==> config.mk <==
export PLATFORM = sky130hd
export DESIGN_NAME = key_sync_debounce
export DESIGN_NICKNAME = d
export VERILOG_FILES = /design/src/rtl/user_seq_builder_pkg.sv /design/src/rtl/user_seq_builder_key_sync_debounce.sv
export SDC_FILE = /design/constraint.sdc
export NUM_CORES = 1
export LEC_CHECK = 0
export BUFFER_PORTS_ARGS = -buffer_cell sky130_fd_sc_hd__buf_2
export CAP_MARGIN = 15
export CORE_AREA = 2 2 39 41
export CTS_BUF_LIST = sky130_fd_sc_hd__clkbuf_16
export DETAILED_ROUTE_END_ITERATION = 8
export DIE_AREA = 0 0 41 43
export PLACE_DENSITY = 0.41
export SLEW_MARGIN = 15
export SYNTH_ARGS = -nofsm -noshare
export SYNTH_HDL_FRONTEND = slang
export SYNTH_SLANG_ARGS = --single-unit
==> constraint.sdc <==
create_clock -name clk -period 1.2 [get_ports clk]
set_clock_uncertainty 0.1 [all_clocks]
set_input_delay 0 -clock clk [delete_from_list [all_inputs] [get_ports clk]]
set_output_delay 0 -clock clk [all_outputs]
set_load 0.01 [all_outputs]
==> src/rtl/user_seq_builder_pkg.sv <==
// rtl/user_seq_builder_pkg.sv - shared widths, FSM encoding and button codes for user_seq_builder
package user_seq_builder_pkg;

    localparam int N_KEYS  = 4;
    localparam int MAX_ENT = 16;
    localparam int SEQ_W   = N_KEYS * MAX_ENT;
    localparam int CNT_W   = 5;

    localparam logic [1:0] ST_IDLE         = 2'b00;
    localparam logic [1:0] ST_WAIT_PRESS   = 2'b01;
    localparam logic [1:0] ST_WAIT_RELEASE = 2'b10;
    localparam logic [1:0] ST_DONE         = 2'b11;

    typedef logic [N_KEYS-1:0] key_t;

    localparam key_t KEY0 = 4'b0001;
    localparam key_t KEY1 = 4'b0010;
    localparam key_t KEY2 = 4'b0100;
    localparam key_t KEY3 = 4'b1000;

    function automatic logic is_valid_key(input key_t k);
        return (k == KEY0) || (k == KEY1) || (k == KEY2) || (k == KEY3);
    endfunction

endpackage

==> src/rtl/user_seq_builder_key_sync_debounce.sv <==
// rtl/user_seq_builder_key_sync_debounce.sv - 2-flop button synchronizer; stability counter under USER_SEQ_DEBOUNCE_EN
module key_sync_debounce
    import user_seq_builder_pkg::*;
#(
    parameter int W = N_KEYS
`ifdef USER_SEQ_DEBOUNCE_EN
    ,
    parameter int DEB_CYCLES = 50000
`endif
) (
    input  logic         clk,
    input  logic         R,
    input  logic [W-1:0] key_in,
    output logic [W-1:0] ks
);

    logic [W-1:0] s1_q, s1_d;
    logic [W-1:0] s2_q, s2_d;

    always_comb begin
        s1_d = key_in;
        s2_d = s1_q;
    end

    always_ff @(posedge clk or posedge R) begin
        if (R) begin
            s1_q <= '0;
            s2_q <= '0;
        end else begin
            s1_q <= s1_d;
            s2_q <= s2_d;
        end
    end

`ifdef USER_SEQ_DEBOUNCE_EN
    localparam int DCW = $clog2(DEB_CYCLES + 1);

    logic [DCW-1:0] deb_cnt_q, deb_cnt_d;
    logic [W-1:0]   cand_q, cand_d;
    logic [W-1:0]   ks_q, ks_d;

    // cand_q trails the synchronized value; any difference restarts the stability count
    always_comb begin
        cand_d    = s2_q;
        deb_cnt_d = deb_cnt_q;
        ks_d      = ks_q;
        if (s2_q != cand_q) begin
            deb_cnt_d = '0;
        end else if (deb_cnt_q != DCW'(DEB_CYCLES)) begin
            deb_cnt_d = deb_cnt_q + 1'b1;
        end
        if (deb_cnt_q == DCW'(DEB_CYCLES)) begin
            ks_d = cand_q;
        end
    end

    always_ff @(posedge clk or posedge R) begin
        if (R) begin
            deb_cnt_q <= '0;
            cand_q    <= '0;
            ks_q      <= '0;
        end else begin
            deb_cnt_q <= deb_cnt_d;
            cand_q    <= cand_d;
            ks_q      <= ks_d;
        end
    end

    assign ks = ks_q;
`else
    assign ks = s2_q;
`endif

endmodule

=== After elaboration in Yosys (flattened, before gate mapping) ===
Index checks and enable logic that the tools add are counted.
W data, S select, Z words.

* Bits of input ports: 6
* Word-level logic and storage cells: 2
* Bits in registers: 8

=== Depth between registers and ports, before layout ===
* Depth in word-level cells: 0
* Depth in mapped cells: 1

=== Worst setup path after synthesis ===
OpenSTA, ideal clock, no wires.

* Path kind: register to register
* Start: register s1_q[0]
* End: register s2_q[0], in the netlist ks[0]
* Setup slack: 650 ps
* Library setup time: 121 ps
* Data arrival time: 330 ps
* Required time: 979 ps
* Buffers on the path: 0
* Cell stages (with the launch flop): 1
* Cell sequence: dfrtp_1

{| class="wikitable"
|+ RTL lines
! what !! RTL line !! RTL
|-
| start: declaration || user_seq_builder_key_sync_debounce.sv:17 || <nowiki>logic [W-1:0] s1_q, s1_d;</nowiki>
|-
| start signal: assignment || user_seq_builder_key_sync_debounce.sv:27 || <nowiki>s1_q <= '0;</nowiki>
|-
| start signal: assignment || user_seq_builder_key_sync_debounce.sv:30 || <nowiki>s1_q <= s1_d;</nowiki>
|-
| end signal: assignment || user_seq_builder_key_sync_debounce.sv:28 || <nowiki>s2_q <= '0;</nowiki>
|-
| end signal: assignment || user_seq_builder_key_sync_debounce.sv:31 || <nowiki>s2_q <= s2_d;</nowiki>
|-
| end: declaration || user_seq_builder_key_sync_debounce.sv:18 || <nowiki>logic [W-1:0] s2_q, s2_d;</nowiki>
|}

No word-level cell between the ends.

=== Worst setup path in the final report ===
* Start: register s2_q[3], in the netlist ks[3]
* End: output ks[3]

{| class="wikitable"
|+ RTL lines
! what !! RTL line !! RTL
|-
| end: declaration || user_seq_builder_key_sync_debounce.sv:14 || <nowiki>output logic [W-1:0] ks</nowiki>
|}

No word-level cell between the ends.

==> impl_metrics.ini <==
[clock_network]
cts_max_path_buffers = 2
worstSkewPairLatency_ns = 0.23
cts_inserted_buffers = 3
tritoncts = done
cts_root_buffer = sky130_fd_sc_hd__clkbuf_16
cts_sinks = 8
htree_levels = 1
cts.reportedPaths.clkPinSlew_ns = 0.03
post_cts_buffers = 0

[logic_synthesis]
synthFlopType = sky130_fd_sc_hd__dfrtp_1
post_synth_num_cell_types = 2
synth_edf_count = 0
ys_async_sr_fraction_pct = 100
synth.top_cell.area_share_pct = 98.2
synthesis.area_sq_um = 204
ys_top_cells_by_count = sky130_fd_sc_hd__dfrtp_1 (8), sky130_fd_sc_hd__inv_1 (1)
portion_of_the_post_synthesis_area_used_by_sequential_elements_pct = 98.2
yosysMostFrequentCell = sky130_fd_sc_hd__dfrtp_1
synth_top_cells_by_area = sky130_fd_sc_hd__dfrtp_1 (98%), sky130_fd_sc_hd__inv_1 (1.8%)
syn_inst = 9
synthDominantAreaCellType = sky130_fd_sc_hd__dfrtp_1
syn_area_per_cell_sq_um = 22.7
synth-seq-cells = 8
yosys_warnings = 0
synth_nets = 15

[setup_path]
ff2ff_path_depth = 0
timing.rr.start = s1_q[2]
number_of_buffer_and_inverter_instances_along_the_worst_setup_path = 1
worstSetupStartpointType = flip-flop
worst_ep_arrival_time_ns = 0.71
timing.critical_path.to_type = output port
critical-path-max-stage-delay_ns = 0.35
regToRegSetupSlack_ns = 0.62
required_ns = 1.10
cpLargestDelayFamily = flip-flops
crit_path_max_fanout = 1
critPathKind = reg -> out
critical_path.cell_chain = buf_2
timing.rr.end = ks[2]
timing.critical_path.slowest_stage_cell = sky130_fd_sc_hd__dfrtp_1

[cells_and_area]
proportion_of_layout_cells_with_a_drive_suffix_above_1_pct = 46.2
layout.core_utilization_pct = 28.5
layout.comb_gates.multi_input = 0
area_growth_pct = 93.3
multi_input_area_sq_um = 0
num-fill-cells = 146
antennaDiodeCount = 0
layout.nets = 34

[routing]
routed_via_density = 3.05
detailroute.via_count = 128
detail-route-antenna-nets = 0
drt_pre_antenna_iters = 1
routedWlPerCell_um = 8.40
finalWirelength_um = 353
remaining_drcs = 0
initialDrtViolationCount = 0

[place]
gp_congestion = 0.564
port_buffer_count = 9

[timing]
post-route-min-period_ns = 0.815
timing.final.max_slew_violations = 0
report.final.hold_viol_count = 0
share_of_the_cycle_needed_by_the_critical_path_after_routing_pct = 67.9
post_route_setup_tns_ns = 0
achievable-frequency_ghz = 1.23
report.final.setup_viol = 0
transition_time_at_the_pin_with_the_least_slew_margin_ns = 0.291
timing.slew.headroom_pct = 80.6
setup_repair_after_global_routing_missed_its_margin = no

[pwr]
p_sw_mw = 0.129
clockPowerShare_pct = 62.5
power_density_mw_per_mm2 = 2190
share_comb_of_total_power_pct = 4.1
pwr-share-seq_pct = 33.4
power.share.switching_pct = 15.0
irDropWorstVdd_v = 0.000987
power.internal_mw = 0.734
total_leakage_power_nw = 0.192

[global_route]
grt_remaining_overflow = 0
via_count_of_the_first_global_routing_pass = 154
grt_start_max_net_pins = 9
grtUsageTotal_pct = 6.21
grt_first_pass_wirelength_um = 586
grt_antenna_before_repair = 0

[floorplanning]
chipWidth_um = 41
core_area_sq_mm = 0.00138
design.die.area_sq_mm = 0.00176
fp-row-count = 14
floorplan.initialDensity_pct = 14.7
pin_count = 10
die_y_um = 43

[job]
max_cap_violations = 0

[outcome]
outcome = completed

[hold_path]
worst_hold_path_type = in -> async
## power groups by stage
stage / Sequential, mW / Combinational (mW) / Clock, mW
after detailed placement: 0.292 / 0.0238 / 0
after global placement: 0.291 / 0.0228 / 0
after global routing: 0.289 / 0.0395 / 0.568
after CTS: 0.288 / 0.0362 / 0.550
final: 0.288 / 0.0357 / 0.539
after floorplan: 0.295 / 0.00421 / 0
## final cells by class
class,instances,area [sq um],share of cell area [%]
Timing Repair Buffer,14,95.1,24.1
Inverter,1,3.75,0.952
Tap cell,16,20.0,5.08
Clock buffer,3,75.1,19.0
Sequential cell,8,200,50.8
## registers in the layout, indices dropped and copies added (netlist names)
signal and cells:
s1_q 4, ks 4
## metrics by stage
step | instance area, sq um | instances | total power, mW | hold slack (ns) | setup slack, ns
after floorplan | 204 | 9 | 0.299 | -0.284 | 0.650
after global placement | 269 | 34 | 0.314 | -0.169 | 0.634
after detailed placement | 269 | 34 | 0.315 | -0.152 | 0.621
after CTS | 394 | 42 | 0.874 | 0.164 | 0.379
after global routing | 394 | 42 | 0.897 | 0.195 | 0.361
final | 394 | 42 | 0.863 | 0.154 | 0.385
## worst max path at each step
stage	depth (start not counted)	from	endpoint
global placement	1	ks[1]	ks[1]
detailed placement	1	ks[3]	ks[3]
finish	1	ks[3]	ks[3]
floorplan	0	s1_q[0]	ks[0]
global route	1	ks[3]	ks[3]
CTS	1	ks[3]	ks[3]
## per-layer routing
layer	track usage [%]	vias to the layer above	routed length, um
li1	-	61	-
met1	5.03	55	129
met2	6.88	12	159
met3	7.85	0	64
met4	6.00	0	0
met5	0	-	0
## cells by family after synthesis
group / share of synthesized area (%)
flops: 98.2
buf+inv: 1.84
## what timing repair did
item / in CTS / in global routing
endpoints found under the hold margin: 12 / 0
gates resized for setup: 0 / 0
hold buffers: 5 / 0
## cell usage in the layout (no fill, tap or decap)
master | Yosys | layout
sky130_fd_sc_hd__clkbuf_16 | 0 | 3
sky130_fd_sc_hd__buf_2 | 0 | 9
sky130_fd_sc_hd__dfrtp_1 | 8 | 8
sky130_fd_sc_hd__dlygate4sd3_1 | 0 | 5
sky130_fd_sc_hd__inv_1 | 1 | 1
Note: power is estimated with default switching activity, not from simulation.
